$ cat config.mk
export PLATFORM = sky130hd
export DESIGN_NAME = mult_booth
export DESIGN_NICKNAME = d
export VERILOG_FILES = /design/src/rtl/mult_booth.sv
export SDC_FILE = /design/constraint.sdc
export NUM_CORES = 1
export LEC_CHECK = 0
export CAP_MARGIN = 25
export CORE_UTILIZATION = 30
export DETAILED_ROUTE_END_ITERATION = 10
export SYNTH_ARGS = -nofsm -noshare
export SYNTH_HDL_FRONTEND = slang
export SYNTH_SLANG_ARGS = --single-unit
$ cat constraint.sdc
create_clock -name clock -period 2.1 [get_ports clock]
set_input_delay 0.315 -clock clock [delete_from_list [all_inputs] [get_ports clock]]
set_output_delay 0.315 -clock clock [all_outputs]
set_load 0.1 [all_outputs]
$ cat src/rtl/mult_booth.sv
// rtl/mult_booth.sv - radix-2 Booth 32x32 signed multiplier driving an external 32-bit adder (optional overflow flag: MULT_EXCEPTION_EN)
module mult_booth (
    input  logic        clock,
    input  logic        reset_n,
    input  logic        ctrl_MULT,
    input  logic [31:0] data_operandA,
    input  logic [31:0] data_operandB,
    output logic [31:0] adder_A,
    output logic [31:0] adder_B,
    output logic        adder_Cin,
    input  logic [31:0] adder_S,
    output logic [31:0] data_result,
    output logic        data_exception,
    output logic        data_resultRDY
);

    typedef enum logic [1:0] {
        IDLE = 2'd0,
        RUN  = 2'd1,
        DONE = 2'd2
    } state_t;

    state_t      r_state;
    state_t      w_state_next;
    logic [5:0]  r_count;
    logic [31:0] r_m;
    logic [31:0] r_hi;
    logic [31:0] r_lo;
    logic        r_q;
    logic [31:0] r_result;

    logic        w_step;
    logic        w_finish;
    logic        w_sign;

    // A Booth step happens on counts 0..31; count 32 is the settle cycle that
    // moves the product into the result register, giving 33 edges of latency.
    assign w_step   = (r_state == RUN) && (r_count != 6'd32);
    assign w_finish = (r_state == RUN) && (r_count == 6'd32);

    // When the add/subtract overflows 32 bits the true 33-bit sign is the
    // common operand sign rather than the sum MSB.
    assign w_sign = ((adder_A[31] == adder_B[31]) && (adder_S[31] != adder_A[31]))
                    ? adder_A[31] : adder_S[31];

    // State register
    always_ff @(posedge clock) begin
        if (!reset_n) begin
            r_state <= IDLE;
        end else begin
            r_state <= w_state_next;
        end
    end

    // Next-state logic; a start pulse in any state (re)starts the run
    always_comb begin
        w_state_next = r_state;
        if (ctrl_MULT) begin
            w_state_next = RUN;
        end else begin
            case (r_state)
                IDLE:    w_state_next = IDLE;
                RUN:     w_state_next = (r_count == 6'd32) ? DONE : RUN;
                DONE:    w_state_next = IDLE;
                default: w_state_next = IDLE;
            endcase
        end
    end

    // Adder operand selection from the Booth pair {lo[0], q-1}
    always_comb begin
        adder_A   = 32'd0;
        adder_B   = 32'd0;
        adder_Cin = 1'b0;
        if (w_step) begin
            adder_A = r_hi;
            case ({r_lo[0], r_q})
                2'b01: begin
                    adder_B   = r_m;
                    adder_Cin = 1'b0;
                end
                2'b10: begin
                    adder_B   = ~r_m;
                    adder_Cin = 1'b1;
                end
                default: begin
                    adder_B   = 32'd0;
                    adder_Cin = 1'b0;
                end
            endcase
        end
    end

    // Operand load, Booth add-and-shift, and result capture
    always_ff @(posedge clock) begin
        if (!reset_n) begin
            r_count  <= 6'd0;
            r_m      <= 32'd0;
            r_hi     <= 32'd0;
            r_lo     <= 32'd0;
            r_q      <= 1'b0;
            r_result <= 32'd0;
        end else if (ctrl_MULT) begin
            r_count  <= 6'd0;
            r_m      <= data_operandA;
            r_hi     <= 32'd0;
            r_lo     <= data_operandB;
            r_q      <= 1'b0;
            r_result <= 32'd0;
        end else if (w_step) begin
            r_count <= r_count + 6'd1;
            r_hi    <= {w_sign, adder_S[31:1]};
            r_lo    <= {adder_S[0], r_lo[31:1]};
            r_q     <= r_lo[0];
        end else if (w_finish) begin
            r_result <= r_lo;
        end
    end

`ifdef MULT_EXCEPTION_EN
    logic r_exc;

    // Overflow: the high product word is not a pure sign extension of lo[31]
    always_ff @(posedge clock) begin
        if (!reset_n) begin
            r_exc <= 1'b0;
        end else if (ctrl_MULT) begin
            r_exc <= 1'b0;
        end else if (w_finish) begin
            r_exc <= (r_hi != {32{r_lo[31]}});
        end
    end

    assign data_exception = r_exc;
`else
    assign data_exception = 1'b0;
`endif

    assign data_result    = r_result;
    assign data_resultRDY = (r_state == DONE);

endmodule
==> results.md <==
* I/O pins at 198
* Worst slew margin at 62.3%
* Setup Skew at 0.00817 ns
* CTS root buffer: clkbuf_16
* Final setup fails at 65
* Tightest Hold Check Type: primary input to flip-flop
* Clock latency at the later pin of the worst-skew pair at 0.41 ns
* Pleak at 3.76 nW
* Reg-to-Reg End: r_lo[0]$_SDFFE_PN0P_
* Core Footprint at 19000 um^2
* Die Span X at 142 um
* Failing checks: negative setup slack
* Post-synth cell types at 34
* Post-Syn Nets at 856
* CTS tree: done
* Most used cell, CP: buf_12
* CTS HTree Levels at 4
* Ys Warns at 0
* Crit path DAT at 1.88 ns
* Hold Vio Cnt, Final at 0
* Final HPWL DP at 11.6 mm
* FF+latch area at 2750 um^2
* R2R setup slack at 0.30 ns
* Layout net count at 1052
* Vert. Die Dim at 142 um
* Layout area overhead at 67.3%
* CP peak stage delay at 0.33 ns
* GPL Wtd Cong at 0.756
* Reg2reg start: r_count[0]$_SDFFE_PP0P_
* Crit-path cells: inv_2 -> ha_4 -> nor2b_4 -> a31oi_4 -> buf_12 -> clkbuf_16 -> and2_4 -> buf_12
* Placed cells at 1172
* Internal Power at 0.00493 W
* Mean Syn Cell Area at 7.81 um^2
* Area post-placement at 8970 um^2
* Post-DRT Antenna Nets at 0
* Max-cap viol count at 0
* Average routed wire per standard cell at 14.4 um
* N_diodes at 0
* Die area at 20200 um^2
* Synthesized flop and latch total at 137
* Sw power at 0.00186 W
* Comb pwr share at 18.4%
* Worst-path clk slew at 0.06 ns
* Critical path class: flip-flop to output port
* Fillers at 1816
* Via density at 4.61
* Drt pass-1 iters at 4
* Min Tclk post-route at 2.20 ns
* Total track usage at 16.7%
* CP Capture Type: output port
* Vias in the first global route at 5299
* Commonest non-fill, non-tap cell in the layout: nand2_1
* Pwr Density at 688 nW/um^2
* Share of cells above drive strength 1 at 26.0%
* Fmax at 455 MHz
* Setup WS post-layout at -0.0986 ns
* Clock sink total at 137
* Clock power frac at 40.7%
* Vias at 5640
* Worst Reg-to-Reg Cells at 9
* Number of synthesized flops with an enable pin at 0
* Unrepaired setup endpoints after global routing: yes
* IO Port Bufs at 196
* Starting Density at 31.0%
* DR iter-0 viols at 159
* CTS Buf Count at 17
* First-pass GRT wire length at 26.6 mm
* Register area share after synthesis at 46.5%
* Post-layout util at 51.9%
* Hold path depth at 3
* Hold Startpoint: ctrl_MULT
* Main synth FF type: dfxtp_1
* Crit path launch type: flip-flop
* Grt ovf at 0
* Row cnt at 50
* Slew Limit Fails at 0
* Mapped Cells at 755
* Initial antenna violation count at 0
* Sequential power share at 40.9%
* Worst Max-Slew Pin Slew at 0.565 ns
* Area of the multi-input gates at 3160 um^2
* Status: complete, but fails checks
* Largest net degree at the start of global routing at 66
* Fin crit share at 105%
* Max Root-Sink Buffers at 2
* Ys async rst share at 0%
* Fin cells at 1223
* CP max FO at 7
* Post-route cell area at 9870 um^2
* VDD IR-drop max at 0.547 mV
* Worst Path Required at 1.78 ns
* Minimum hold slack at 0.408 ns
* Mapped cell area at 5900 um^2
* Sw Ratio at 27.4%
* Worst min-delay path endpoint: r_m[6]$_SDFFE_PN0P_
* Routed wire length at 17.6 mm
* Slowest CP cell: dfxtp_2
* Most frequent cells in the layout: nand2_1, dfxtp_1, a21oi_1, clkdlybuf4s50_1, buf_12
* DRC errors left at 0
power by group through the flow:
stage | combinational (W) | sequential [W] | clock (W)
3_5_place_dp | 0.00115 | 0.00283 | 0
6_report | 0.00125 | 0.00278 | 0.00277
3_3_place_gp | 0.00114 | 0.00283 | 0
5_1_grt | 0.00133 | 0.00279 | 0.00295
2_1_floorplan | 0.000716 | 0.00281 | 0
4_1_cts | 0.00121 | 0.00278 | 0.00284
critical path: cells and delay by family (launching register included):
family,cells,cell delay [ns]
AOI/OAI and AO/OA,1,0.19
adders and majority gates,1,0.14
buffers and inverters,4,0.52
DFF,1,0.33
and+or+nand+nor,2,0.29
worst max-delay path by stage:
stage	cells past startpoint	to	startpoint
2_1_floorplan	8	adder_B[21]	r_count[0]$_SDFFE_PP0P_
3_3_place_gp	7	adder_A[17]	r_count[0]$_SDFFE_PP0P_
3_5_place_dp	7	adder_A[2]	r_count[0]$_SDFFE_PP0P_
4_1_cts	8	adder_A[14]	r_count[0]$_SDFFE_PP0P_
5_1_grt	8	adder_A[16]	r_count[0]$_SDFFE_PP0P_
6_report	8	adder_A[2]	r_count[0]$_SDFFE_PP0P_
flip-flops by register name, indices dropped and copies added, names as in the netlist:
signal	count
data_result	32
r_hi	32
r_lo	32
r_m	32
r_count	6
r_state	2
r_q	1
cell families after synthesis:
group	share of synthesized area [%]
muxes	5.43
adders and majority gates	0.424
AOI/OAI and AO/OA	15.4
and+or+nand+nor	26.0
xor gates and xnor gates	0.594
DFF	46.5
other	0.0636
buffers and inverters	5.60
cell type report:
cell class                 count  area share, %
clock buffer                  21           4.66
clock inverter                10          0.786
inverter                       4          0.152
multi-input combinational    552           32.0
sequential                   137           27.8
tap                          260           3.30
timing repair buffer         239           31.3
synthesized netlist by cell type (2+ instances only):
library cell / n / area, um^2
clkbuf_1: 28 / 105
buf_2: 21 / 105
nor2_1: 59 / 221
nor2_2: 10 / 62.6
clkbuf_2: 3 / 15.0
o21ai_0: 34 / 170
buf_4: 6 / 45.0
xor2_1: 3 / 26.3
mux2i_1: 32 / 320
ha_1: 2 / 25.0
buf_6: 4 / 45.0
dfxtp_1: 137 / 2740
nand4_1: 4 / 25.0
inv_1: 4 / 15.0
nand2_1: 196 / 736
nand2b_1: 2 / 12.5
a31oi_1: 33 / 206
a21oi_1: 96 / 480
and2_1: 33 / 206
nor2b_1: 34 / 213
through the flow:
| step | power [W] | setup TNS, ns | worst slack (ns) |
|---|---|---|---|
| finish | 0.00679 | -4.23 | -0.0986 |
| global route | 0.00708 | -9.75 | -0.177 |
| CTS | 0.00682 | -7.64 | -0.156 |
| detailed placement | 0.00398 | 0 | 0.211 |
| global placement | 0.00397 | 0 | 0.217 |
| floorplan | 0.00353 | 0 | 0.00308 |
metal layers:
layer  GRT usage, %  wire length [um]  share of wire [%]  vias to the layer above
met5              0                 0                  0                        -
met3           4.54              1010                5.7                       21
met1           20.9              8190                 46                     2582
met4           5.32               235                1.3                        0
met2           27.8              8200                 47                      156
li1               -                 -                  -                     2881
timing repair:
item | CTS | global route
endpoints found under the setup margin | 65 | 65
buffers inserted | 9 | 4
gates resized for setup | 32 | 14
pin swaps | 4 | 13
hold buffers | 0 | 0
gates cloned | 2 | 6
Power figures use the tool's default switching activity.
